### config.mk
export PLATFORM = sky130hd
export DESIGN_NAME = soft_intr_ctrl
export DESIGN_NICKNAME = d
export VERILOG_FILES = /design/src/rtl/soft_intr_ctrl.sv
export SDC_FILE = /design/constraint.sdc
export NUM_CORES = 1
export LEC_CHECK = 0
export ABC_CLOCK_PERIOD_IN_PS = 3100
export BUFFER_PORTS_ARGS = -buffer_cell sky130_fd_sc_hd__buf_2
export CAP_MARGIN = 20
export CORE_MARGIN = 8
export CORE_UTILIZATION = 59
export CTS_CLUSTER_DIAMETER = 30
export DETAILED_ROUTE_END_ITERATION = 10
export PLACE_DENSITY_LB_ADDON = 0.2
export REMOVE_ABC_BUFFERS = 1
export SYNTH_ARGS = -nofsm -noshare
export SYNTH_HDL_FRONTEND = slang
export SYNTH_SLANG_ARGS = --single-unit
### constraint.sdc
create_clock -name clk -period 3.1 [get_ports clk]
set_clock_uncertainty 0.2 [all_clocks]
set_input_delay 0.775 -clock clk [delete_from_list [all_inputs] [get_ports clk]]
set_output_delay 0.775 -clock clk [all_outputs]
set_load 0.05 [all_outputs]
### src/rtl/soft_intr_ctrl.sv
// ---------------------------------------------------------------------------
// soft_intr_ctrl
//
// Consumer end of the soft-interrupt pulse interface. Single-cycle event
// pulses from N_SRC sources are latched into a pending register. Enabled
// pending sources are arbitrated by fixed priority (lowest index wins), and
// one interrupt at a time is presented to the CPU.
//
// CPU handshake:
//   intr_req is a registered level that plays the role of "valid", and
//   intr_id qualifies it. While intr_req=1, intr_id is held stable. A
//   one-cycle intr_ack pulse while intr_req=1 plays the role of "ready" and
//   consumes the request: intr_req falls on that edge, and the acknowledged
//   pending bit is cleared. An intr_ack seen while intr_req=0 has no effect.
//   A request can also be withdrawn, without an ack, when software clears
//   its pending bit or masks it.
//
// After each ack the controller stays quiet for GAP_CYCLES cycles before it
// arbitrates again. Higher-priority arrivals never preempt a request that is
// already being presented.
//
// Ports:
//   clk        system clock
//   rstn       asynchronous active-low reset
//   src_pulse  per-source event; each high cycle is one event
//   intr_req   interrupt request level to the CPU (registered)
//   intr_id    index of the presented source; valid while intr_req=1
//   intr_ack   CPU acknowledge pulse; only honoured while intr_req=1
//   cfg_we     config write strobe
//   cfg_addr   0 = mask, 1 = pending W1C, 2 = pending W1S / overrun count
//   cfg_wdata  config write data
//   cfg_rdata  combinational read data (mask / pending / overrun / zero)
//   fsm_state  debug view of the arbiter state (0 idle, 1 req, 2 gap)
//
// N_SRC must not exceed 2**ID_W.
// ---------------------------------------------------------------------------
module soft_intr_ctrl #(
  parameter int               N_SRC      = 4,
  parameter int               ID_W       = 2,
  parameter int               GAP_CYCLES = 4,
  parameter logic [N_SRC-1:0] MASK_RST   = {N_SRC{1'b1}}
) (
  input  logic             clk,
  input  logic             rstn,
  input  logic [N_SRC-1:0] src_pulse,
  output logic             intr_req,
  output logic [ID_W-1:0]  intr_id,
  input  logic             intr_ack,
  input  logic             cfg_we,
  input  logic [1:0]       cfg_addr,
  input  logic [N_SRC-1:0] cfg_wdata,
  output logic [7:0]       cfg_rdata,
  output logic [1:0]       fsm_state
);

  typedef enum logic [1:0] {
    ST_IDLE = 2'd0,
    ST_REQ  = 2'd1,
    ST_GAP  = 2'd2
  } state_t;

  // Counter wide enough for 0..GAP_CYCLES; at least one bit when GAP_CYCLES=0.
  localparam int GAP_W = $clog2(GAP_CYCLES + 2);

  // Only the low 8 sources fit in the read data bus.
  localparam int RD_N = (N_SRC < 8) ? N_SRC : 8;

  localparam logic [1:0] ADDR_MASK = 2'd0;
  localparam logic [1:0] ADDR_PEND = 2'd1;
  localparam logic [1:0] ADDR_SET  = 2'd2;

  // -------------------------------------------------------------------------
  // State
  // -------------------------------------------------------------------------
  state_t             state;
  state_t             state_nxt;
  logic [GAP_W-1:0]   gap_cnt;
  logic [GAP_W-1:0]   gap_cnt_nxt;
  logic [N_SRC-1:0]   pending;
  logic [N_SRC-1:0]   pending_nxt;
  logic [N_SRC-1:0]   mask;
  logic [N_SRC-1:0]   mask_nxt;
  logic [7:0]         overrun;
  logic [7:0]         overrun_nxt;

  // -------------------------------------------------------------------------
  // Datapath helpers
  // -------------------------------------------------------------------------
  logic [N_SRC-1:0]   sw_set;
  logic [N_SRC-1:0]   sw_clr;
  logic [N_SRC-1:0]   id_onehot;
  logic [N_SRC-1:0]   ack_clr;
  logic [N_SRC-1:0]   clr_all;
  logic [N_SRC-1:0]   eligible;
  logic [ID_W-1:0]    pick_id;
  logic               pick_valid;
  logic               ack_hit;
  logic               withdraw;
  logic               gap_done;
  logic               ovr_event;
  logic               ovr_clear;

  // Config write decode. All of these take effect on the next edge.
  always_comb begin
    sw_set    = '0;
    sw_clr    = '0;
    mask_nxt  = mask;
    ovr_clear = 1'b0;
    if (cfg_we) begin
      case (cfg_addr)
        ADDR_MASK: mask_nxt = cfg_wdata;
        ADDR_PEND: sw_clr   = cfg_wdata;
        ADDR_SET: begin
          sw_set    = cfg_wdata;
          // An all-zero write to the set register has no pending effect, so
          // it is reused as the overrun counter reset.
          ovr_clear = (cfg_wdata == '0);
        end
        default: ;
      endcase
    end
  end

  // One-hot of the presented id, used both for the ack clear and to look up
  // whether the presented source is still pending and enabled.
  always_comb begin
    id_onehot = '0;
    for (int i = 0; i < N_SRC; i++) begin
      id_onehot[i] = (intr_id == ID_W'(i));
    end
  end

  assign ack_hit = (state == ST_REQ) && intr_ack;
  assign ack_clr = ack_hit ? id_onehot : '0;
  assign clr_all = sw_clr | ack_clr;

  // A new event (hardware or software set) wins over any clear in the same
  // cycle, so an event arriving with its own ack is not lost.
  assign pending_nxt = (pending & ~clr_all) | src_pulse | sw_set;

  // An event that lands on a bit which is already pending and not being
  // cleared is an overrun. Several such bits in one cycle count once.
  assign ovr_event = |(src_pulse & pending & ~clr_all);

  always_comb begin
    overrun_nxt = overrun;
    if (ovr_clear) begin
      overrun_nxt = 8'd0;
    end else if (ovr_event && (overrun != 8'hFF)) begin
      overrun_nxt = overrun + 8'd1;
    end
  end

  // Fixed-priority pick: lowest enabled pending index.
  assign eligible   = pending & mask;
  assign pick_valid = |eligible;

  always_comb begin
    pick_id = '0;
    for (int i = N_SRC - 1; i >= 0; i--) begin
      if (eligible[i]) begin
        pick_id = ID_W'(i);
      end
    end
  end

  // The presented source loses its pending or enable bit through a config
  // write. Looking at the next-edge values lets intr_req fall on the same
  // edge that the write lands on.
  assign withdraw = (state == ST_REQ) && !intr_ack &&
                    !(|(pending_nxt & mask_nxt & id_onehot));

  assign gap_done = (gap_cnt == GAP_W'(GAP_CYCLES - 1));

  // -------------------------------------------------------------------------
  // FSM: state register
  // -------------------------------------------------------------------------
  always_ff @(posedge clk or negedge rstn) begin
    if (!rstn) begin
      state    <= ST_IDLE;
      gap_cnt  <= '0;
      intr_req <= 1'b0;
      intr_id  <= '0;
    end else begin
      state    <= state_nxt;
      gap_cnt  <= gap_cnt_nxt;
      // Registered request level: high exactly while the FSM sits in REQ.
      intr_req <= (state_nxt == ST_REQ);
      // The id is captured only on the idle-to-request transition and is
      // then frozen for the whole request.
      if ((state == ST_IDLE) && pick_valid) begin
        intr_id <= pick_id;
      end
    end
  end

  // -------------------------------------------------------------------------
  // FSM: next-state logic
  // -------------------------------------------------------------------------
  always_comb begin
    state_nxt   = state;
    gap_cnt_nxt = gap_cnt;
    case (state)
      ST_IDLE: begin
        if (pick_valid) begin
          state_nxt = ST_REQ;
        end
      end
      ST_REQ: begin
        // Ack is checked first so it beats a same-cycle withdraw.
        if (ack_hit) begin
          if (GAP_CYCLES > 0) begin
            state_nxt   = ST_GAP;
            gap_cnt_nxt = '0;
          end else begin
            state_nxt = ST_IDLE;
          end
        end else if (withdraw) begin
          state_nxt = ST_IDLE;
        end
      end
      ST_GAP: begin
        if (gap_done) begin
          state_nxt   = ST_IDLE;
          gap_cnt_nxt = '0;
        end else begin
          gap_cnt_nxt = gap_cnt + GAP_W'(1);
        end
      end
      default: begin
        state_nxt   = ST_IDLE;
        gap_cnt_nxt = '0;
      end
    endcase
  end

  // -------------------------------------------------------------------------
  // FSM: outputs (config read mux and debug state view)
  // -------------------------------------------------------------------------
  always_comb begin
    cfg_rdata = 8'd0;
    case (cfg_addr)
      ADDR_MASK: cfg_rdata[RD_N-1:0] = mask[RD_N-1:0];
      ADDR_PEND: cfg_rdata[RD_N-1:0] = pending[RD_N-1:0];
      ADDR_SET:  cfg_rdata           = overrun;
      default:   cfg_rdata           = 8'd0;
    endcase
    fsm_state = state;
  end

  // -------------------------------------------------------------------------
  // Pending, mask and overrun registers
  // -------------------------------------------------------------------------
  always_ff @(posedge clk or negedge rstn) begin
    if (!rstn) begin
      pending <= '0;
      mask    <= MASK_RST;
      overrun <= 8'd0;
    end else begin
      pending <= pending_nxt;
      mask    <= mask_nxt;
      overrun <= overrun_nxt;
    end
  end

endmodule
-- Word-level counts from Yosys, hierarchy flattened
Index checks and enable logic that the tools add are counted.
- bits in registers: 24
- bits of input ports: 14
- word-level logic and storage cells: 72
- $add $sub $neg: 2
- eq/ne operators: 11
- muxes and demuxes: 25
- bitwise operators: 11
- reduce and logical (&&, ||, !) cells: 16
- operators with widths (kind ; count):
    2-to-1 mux 4 bit ; 8
    bitwise AND 4 bit ; 6
    2-to-1 mux 2 bit ; 8
    2-to-1 mux 8 bit ; 2
    OR 4 bit ; 3
    case mux 4 bit (3 select lines) ; 1
    OR reduction 4 bit ; 3
    case mux 3 bit (3 select lines) ; 1
    adder 8 x 1 -> 8 bit (second input constant) ; 1
    equality test 2 x 1 -> 1 bit (second input constant) ; 4
    equality test 2 bit (second input constant) ; 4
    != test 8 bit (second input constant) ; 1
    logical NOT 2 bit ; 3
    2-to-1 mux 3 bit ; 2
    case mux 2 bit (3 select lines) ; 1
    logical AND 1 bit ; 5
    logical NOT 4 bit ; 1
    inverter 4 bit ; 1
    adder 3 x 1 -> 3 bit (second input constant) ; 1
    equality test 3 x 2 -> 1 bit (second input constant) ; 1
    logical NOT 1 bit ; 2
    2-to-1 mux 1 bit ; 2
    != test 2 bit (second input constant) ; 1
    AND reduction 2 bit ; 1
    other kinds (2) ; 2

-- Longest topological paths before layout
Gate-level depths: netlist (run 1).
- depth after elaboration: 17
- gate-level depth with buffers: 7
- gate-level depth less buffers: 7

-- Worst setup path after synthesis (run 1)
No wires, ideal clock.
- kind: input port to output port
- start: input port cfg_addr[0]
- end: output port cfg_rdata[3]
- data arrival time: 2.105 ns
- slack: 0.020 ns
- stages: 3
- cells stage by stage: buf_6 -> mux2i_1 -> o21ai_0
- longest elaborated chain between the ends: 2
- elaborated cells between the ends (all ways): 4
- RTL lines (element ; RTL line ; RTL):
    start, declared ; 50 ; input logic [1:0] cfg_addr,
    equality test 2 bit (tied with other cells) ; 242 ; case (cfg_addr)
    case mux 4 bit (3 select lines) (*) ; 242 ;
    end, declared ; 52 ; output logic [7:0] cfg_rdata,
Mark *: on every way between the ends. The rest lies on a longest branch, timed or not.

-- Worst setup path after layout (run 1)
- start: input port cfg_addr[1]
- end: output port cfg_rdata[7]
- longest elaborated chain between the ends: 2
- RTL lines (element ; RTL line):
    equality test 2 bit ; 242
    2-to-1 mux 4 bit ; 242
No other way between the ends.

==> results.toml, run 1 <==
[worst_setup_path]
required_ps = 2120
rr_worst_depth = 6
worst_setup_path_start_kind = "input pin"
startpoint = "cfg_addr[1]"
worstReg2RegEnd = "intr_req$_DFF_PN0_"
crit_end = "cfg_rdata[7]"
worstPathArrival_ps = 1910
path_max_fanout = 11
critPathCaptureType = "primary output"
rrSetupSlack_ps = 1000
worstSetupPathType = "in2out"
reg2reg_from = "intr_id[0]$_DFFE_PN0P_"

[synth]
yosysSeqAreaShare_pct = 39.9
synth_cell_types = 51
syn_avg_cell_area_um2 = 9.55
synth-async-reset-ratio_pct = 100
synthFlopType = "dfrtp_1"
ys_ff_latch = 24
yosys_warnings = 0
syn_inst = 159
synth-edff-count = 0
netlist_area_um2 = 1520

[global_routing]
grt_pass1_vias = 1351
grt_pass1_wl_um = 6200
grtUsageTotal_pct = 17.4
gr-total-overflow = 0
antenna_found_initial = 0
grt_max_degree = 25

[sta]
whs_ps = 205
hold_viol_final = 0
rsz0062_at_grt = "no"
fmax_mhz = 347
period_needed_ps = 2880
final-max-slew-violation-count = 0
slew_headroom_pct = 64.4
setup_viol = 0
fin_setup_tns_ps = 0
worst_slew_pin_slew_ps = 534
fin_crit_sh_pct = 93.0

[final_layout]
fin_nets = 200
drive_gt1_share_pct = 25.1
postLayoutCoreUtil_pct = 68.3
syn_to_final_growth_pct = 10.6
final_cell_mix = "26 x buf_2, 20 x dfrtp_1, 19 x nand2_1"
n_antenna_cell = 0
fin_area_um2 = 1680
final_common_cell = "buf_2"

[die]
die_area_um2 = 4450
rows = 18
initial_core_util_pct = 61.8
ios = 27
die_w_um = 66.7
fp.dieH_um = 66.7
core_um2 = 2450

[routing]
num_vias = 1319
wire_per_inst_um = 17.2
via_per_inst = 6.19
drc_errors = 0
routed_wl_um = 3660
dr.pass1.iters = 4
ant_nets = 0
drtIter0Drc = 109

[cts]
cts-resized-gates = 0
clk_latency_ps = 320
cts_inserted_buffers = 3
ctsHtreeMaxLevel = 1
cts_tree = "yes"
cts_root_buffer = "clkbuf_4"
hold_buffers = 0
clk_pin_slew_worst_paths_ps = 150
cts_max_path_buffers = 2
clock_sinks = 24
post_cts_buffers = 0

[placement]
place_hpwl_um = 2830
placed_cell_area_um2 = 1640
gp_congestion = 0.966
place.port_buffers = 26

[power_and_ir_drop]
power_density_nw_per_um2 = 834
p_leak_uw = 0.000779
ir_drop_mv = 0.670

[outcome]
outcome = "complete, no violations"

[min_path]
holdCritPathClass = "in2async"

[job]
maxCapViolations = 0
## flip-flops by register name, indices dropped and copies added (netlist names)
name and flops:
gap_cnt 3, mask 4, fsm_state 2, overrun 8
intr_id 2, intr_req 1, pending 4
## final cells by class
class	count	area, µm²
clock buffers	4	36.3
flip-flops and latches	24	606
well taps	30	37.5
repair buffers	26	130
inverters	5	18.8
fillers	195	777
multi-input cells	124	850
## critical path, stage by stage
cell,delay (ps)
buf_2,190
nor2b_1,460
and2_1,210
buf_2,270
## power breakdown
group | total, µW | switching, µW | internal, µW | leakage [µW]
clock | 170 | 98.2 | 71.7 | 0.0000210
sequential | 569 | 142 | 427 | 0.000277
combinational | 661 | 422 | 239 | 0.000481
## synthesized netlist by cell type, types with 3 or more instances
library cell | n | area (µm²)
inv_1 | 4 | 15.0
nand2_1 | 19 | 71.3
and2_1 | 8 | 50.1
nand3_1 | 6 | 30.0
nand2b_1 | 3 | 18.8
mux2_2 | 3 | 33.8
nand4b_1 | 4 | 35.0
dfrtp_1 | 20 | 500
nor2_1 | 11 | 41.3
and3_1 | 5 | 31.3
mux2i_1 | 5 | 50.1
o21ai_0 | 7 | 35.0
dfstp_2 | 4 | 105
a21oi_1 | 9 | 45.0
xnor2_1 | 5 | 43.8
## routing by layer
layer | vias up | routed length, µm | GRT usage [%]
met3 | 2 | 158 | 2.18
met1 | 645 | 1800 | 24.3
met4 | 0 | 21 | 5.33
met2 | 41 | 1690 | 27.0
li1 | 631 | - | -
met5 | - | 0 | 0
## cell families after synthesis
logic type,count (synthesis),synth area share (%)
adders and majority gates,2,1.65
xor gates and xnor gates,5,2.89
DFF,24,39.9
and+or+nand+nor,68,26.3
buffers and inverters,11,4.12
AOI/OAI and AO/OA,40,18.6
muxes,9,6.51
## worst min path at each step
stage	slack, ps	end	start	depth (start not counted)
2_1_floorplan	250	gap_cnt[2]$_DFFE_PN0P_	gap_cnt[2]$_DFFE_PN0P_	1
4_1_cts	220	pending[3]$_DFF_PN0_	rstn	1
5_1_grt	260	overrun[3]$_DFFE_PN0P_	rstn	1
3_3_place_gp	260	gap_cnt[2]$_DFFE_PN0P_	gap_cnt[2]$_DFFE_PN0P_	1
6_report	210	pending[3]$_DFF_PN0_	rstn	1
3_5_place_dp	270	gap_cnt[2]$_DFFE_PN0P_	gap_cnt[2]$_DFFE_PN0P_	1
## per-stage QoR
step	std cells	setup slack [ps]	power (µW)
6_report	213	217	1400
5_1_grt	213	100	1490
4_1_cts	213	222	1400
3_5_place_dp	209	220	1230
3_3_place_gp	209	281	1200
2_1_floorplan	153	158	1050
Power figures use the tool's default switching activity.
==> run 2, diff against run 1 <==
==> constraint.sdc (replaced) <==
create_clock -name clk -period 3.1 [get_ports clk]
set_clock_uncertainty 0.2 [all_clocks]
set_input_delay 0.775 -clock clk [delete_from_list [all_inputs] [get_ports clk]]
set_output_delay 0.775 -clock clk [all_outputs]
set_load 0.01 [all_outputs]
==> run 2 against run 1 <==
Against the previous run: highest routed layer unchanged; register-to-register slack got worse by 70 ps; sequential power about the same; routed wire length grew 2.5%; via count rose by 2.3%; worst setup slack better by 94 ps; critical path type unchanged; global-route usage grew 0.56 points.
==> results.toml, run 2 (same netlist as run 1, synthesis figures left out) <==
[sta]
fin_setup_tns_ps = 0
whs_ps = 205
rsz0062_at_grt = "no"
slew_headroom_pct = 63.9
worst_slew_pin_slew_ps = 541
fmax_mhz = 358
hold_viol_final = 0
period_needed_ps = 2790
setup_viol = 0
fin_crit_sh_pct = 90.0
final-max-slew-violation-count = 0

[global_routing]
gr-total-overflow = 0
grt_pass1_wl_um = 6350
grt_max_degree = 25
grt_pass1_vias = 1348
antenna_found_initial = 0
grtUsageTotal_pct = 17.9

[placement]
place.port_buffers = 26
placed_cell_area_um2 = 1640
place_hpwl_um = 2930
gp_congestion = 0.915

[worst_setup_path]
reg2reg_from = "intr_id[0]$_DFFE_PN0P_"
crit_chain = "buf_2 -> nor2b_1 -> nand2_1 -> o21ai_0 -> buf_2"
cp_num_buf_inv = 2
worstReg2RegEnd = "intr_req$_DFF_PN0_"
slowest_stage = "nor2b_1"
timing.critical_path.mode_cell = "buf_2"
worstPathArrival_ps = 1810
path_max_fanout = 11
required_ps = 2120
worst_setup_path_start_kind = "input pin"
rrSetupSlack_ps = 930
max_stage_delay_ps = 450
startpoint = "cfg_addr[1]"
cpLargestDelayFamily = "simple AND/OR/NAND/NOR gates"
rr_worst_depth = 6
critPathCaptureType = "primary output"
worstSetupPathType = "in2out"

[routing]
routed_wl_um = 3750
wl_met1_um = 1690
ant_nets = 0
drtIter0Drc = 75
via_per_inst = 6.33
drc_errors = 0
route.top_layer_used = "met4"
dr.pass1.iters = 4
wl_met2_um = 1740
num_vias = 1349
wl_met3_um = 258
wire_per_inst_um = 17.6

[cts]
post_cts_buffers = 0
cts_inserted_buffers = 3
ctsHtreeMaxLevel = 1
cts_tree = "yes"
cts_root_buffer = "clkbuf_4"
hold_buffers = 0
cts_max_path_buffers = 2
clock_sinks = 24
clk_pin_slew_worst_paths_ps = 150
cts-resized-gates = 0
clk_latency_ps = 320

[power_and_ir_drop]
clockPowerShare_pct = 17.7
p_sw_share_pct = 39.2
power_density_nw_per_um2 = 772
intPower_uw = 795
p_leak_uw = 0.000786
finalPower_uw = 1310
ir_drop_mv = 0.638
power_switching_uw = 513
pwr-share-seq_pct = 43.6
comb_power_share_pct = 38.7

[final_layout]
biggestRegsByFlops = "overrun x8, mask x4, pending x4"
final_cell_mix = "26 x buf_2, 20 x dfrtp_1, 19 x nand2_1"
drive_gt1_share_pct = 25.1
syn_to_final_growth_pct = 11.6
regMostFlops = "overrun"
postLayoutCoreUtil_pct = 69.0
final_common_cell = "buf_2"
fin_area_um2 = 1690
largest_reg_flops = 8
n_antenna_cell = 0
fin_nets = 200

[die]
die_area_um2 = 4450
fp.dieH_um = 66.7
ios = 27
core_um2 = 2450
initial_core_util_pct = 61.8
rows = 18
die_w_um = 66.7

[outcome]
outcome = "complete, no violations"

[min_path]
holdCritPathClass = "in2async"

[job]
maxCapViolations = 0
-- run 2: routing by layer --
metal  up-vias  GRT usage, %
li1        630             -
met3         8          3.69
met5         -             0
met4         0          6.93
met2        67          27.5
met1       644          24.0
-- run 2: worst max path at each step --
stage / to / slack (ps) / cells past startpoint
after detailed placement: cfg_rdata[2] / 320 / 5
final: cfg_rdata[2] / 310 / 5
after CTS: cfg_rdata[2] / 320 / 5
after global placement: cfg_rdata[3] / 410 / 5
after global routing: cfg_rdata[2] / 150 / 5
after floorplan: fsm_state[0]$_DFF_PN0_ / 840 / 5
-- run 2: power by group through the flow --
stage                     logic, µW  registers (µW)  clock network (µW)
after global placement          486             563                   0
after CTS                       511             568                 231
final                           506             570                 232
after detailed placement        510             575                   0
after floorplan                 352             549                   0
after global routing            573             588                 242
-- run 2: area by class of cell --
type	count	area (µm²)
multi-input combinational	124	850
fill	214	761
sequential	24	606
timing repair buffer	26	130
tap	30	37.5
clock inverter	1	30.0
clock buffer	3	22.5
inverter	5	18.8
-- run 2: metrics by stage --
step / setup slack, ps / cells
4_1_cts: 322 / 213
5_1_grt: 154 / 213
6_report: 311 / 213
2_1_floorplan: 845 / 153
3_3_place_gp: 409 / 209
3_5_place_dp: 324 / 209
==> run 3, diff against run 2 <==
--- a/config.mk
+++ b/config.mk
@@ -12,7 +12,7 @@
 export CORE_UTILIZATION = 59
 export CTS_CLUSTER_DIAMETER = 30
 export DETAILED_ROUTE_END_ITERATION = 10
-export PLACE_DENSITY_LB_ADDON = 0.2
+export PLACE_DENSITY = 0.84
 export REMOVE_ABC_BUFFERS = 1
 export SYNTH_ARGS = -nofsm -noshare
 export SYNTH_HDL_FRONTEND = slang
==> run 3 against run 2 <==
Against the previous run: global-route usage up 0.73 points; die area unchanged; worst setup slack better by 27 ps; critical path depth unchanged; maximum frequency up 0.99%; sequential share of layout area unchanged; first-iteration DRC count up 87%; non-clock buffer count unchanged; critical path type unchanged.
==> results.toml, run 3 (same netlist as run 1, synthesis figures left out) <==
[cts]
cts_inserted_buffers = 3
cts_max_path_buffers = 2
clk_latency_ps = 320
cts_root_buffer = "clkbuf_4"
cts_tree = "yes"
clock_sinks = 24
ctsHtreeMaxLevel = 1
cts-resized-gates = 0
hold_buffers = 0
post_cts_buffers = 0
clk_pin_slew_worst_paths_ps = 140

[final_layout]
regMostFlops = "overrun"
fin_nets = 200
final_cell_mix = "26 x buf_2, 20 x dfrtp_1, 19 x nand2_1"
final_common_cell = "buf_2"
largest_reg_flops = 8
ff_latch_area_um2 = 606
drive_gt1_share_pct = 25.1
syn_to_final_growth_pct = 11.6
multi_input_area_um2 = 850
biggestRegsByFlops = "overrun x8, mask x4, pending x4"
n_antenna_cell = 0
n_fill_cell = 193

[die]
die_w_um = 66.7
core_um2 = 2450
fp.dieH_um = 66.7
rows = 18
initial_core_util_pct = 61.8
die_area_um2 = 4450
ios = 27

[worst_setup_path]
critPathCaptureType = "primary output"
worstSetupPathType = "in2out"
path_max_fanout = 11
worstPathArrival_ps = 1790
worst_setup_path_start_kind = "input pin"
required_ps = 2120

[routing]
ant_nets = 0
drtIter0Drc = 140
routed_wl_um = 3720
dr.pass1.iters = 4
wire_per_inst_um = 17.5
num_vias = 1357
drc_errors = 0
via_per_inst = 6.37

[sta]
final-max-slew-violation-count = 0
period_needed_ps = 2760
fin_setup_tns_ps = 0
setup_viol = 0
fmax_mhz = 362
worst_slack_ps = 338
rsz0062_at_grt = "no"
slew_headroom_pct = 63.9
hold_viol_final = 0
whs_ps = 209
worst_slew_pin_slew_ps = 541
fin_crit_sh_pct = 89.1

[global_routing]
antenna_found_initial = 0
grtUsageTotal_pct = 18.7
gr-total-overflow = 0
grt_max_degree = 25
grt_pass1_vias = 1351
grt_pass1_wl_um = 6510

[job]
maxCapViolations = 0

[placement]
gp_congestion = 0.945
place.port_buffers = 26
place_hpwl_um = 2910
place_ws_ps = 355

[power_and_ir_drop]
p_leak_uw = 0.000786
power_density_nw_per_um2 = 782
ir_drop_mv = 0.632
finalPower_uw = 1320

[outcome]
outcome = "complete, no violations"

[min_path]
holdCritPathClass = "in2async"
run 3: cell counts in the layout (fill, tap and decap cells not counted):
Identical to the previous run, type by type.
run 3: through the flow:
stage                     instances  utilization (%)  cell area [µm²]
final                           213             69.0             1690
after global routing            213             69.0             1690
after CTS                       213             69.0             1690
after detailed placement        209             66.9             1640
after global placement          209             66.9             1640
after floorplan                 153                -             1470
run 3: worst max-delay path: stages:
cell and delay, ps:
buf_2 190, nor2b_1 450, nand2_1 100, o21ai_0 100
buf_2 170
run 3: per-layer routing:
metal | up-vias | wire length (µm) | global-route usage (%)
met5 | - | 0 | 0
met4 | 0 | 49 | 8.00
met1 | 656 | 1620 | 25.8
met3 | 6 | 325 | 3.02
met2 | 65 | 1720 | 27.8
li1 | 630 | - | -
run 3: worst paths after layout:
kind,cells after the start,startpoint,slack [ps],to
hold / removal,1,rstn,210,overrun[1]$_DFFE_PN0P_
setup reg to reg,6,intr_id[0]$_DFFE_PN0P_,1000,intr_req$_DFF_PN0_
min in group clk,1,gap_cnt[2]$_DFFE_PN0P_,300,gap_cnt[2]$_DFFE_PN0P_
max in group asynchronous,1,rstn,2120,mask[0]$_DFF_PN1_
setup / recovery,5,cfg_addr[1],340,cfg_rdata[1]
hold reg to reg,1,gap_cnt[2]$_DFFE_PN0P_,300,gap_cnt[2]$_DFFE_PN0P_
run 3: power breakdown:
group / internal [µW] / switching [µW] / leakage (µW)
logic: 239 / 281 / 0.000481
registers: 427 / 149 / 0.000277
clock network: 131 / 98.0 / 0.0000279
run 3: area by class of cell:
cell class | count | area share [%]
clock inverters | 1 | 1.77
clock buffers | 3 | 1.33
flip-flops and latches | 24 | 35.7
multi-input cells | 124 | 50.1
repair buffers | 26 | 7.68
inverters | 5 | 1.11
well taps | 30 | 2.22
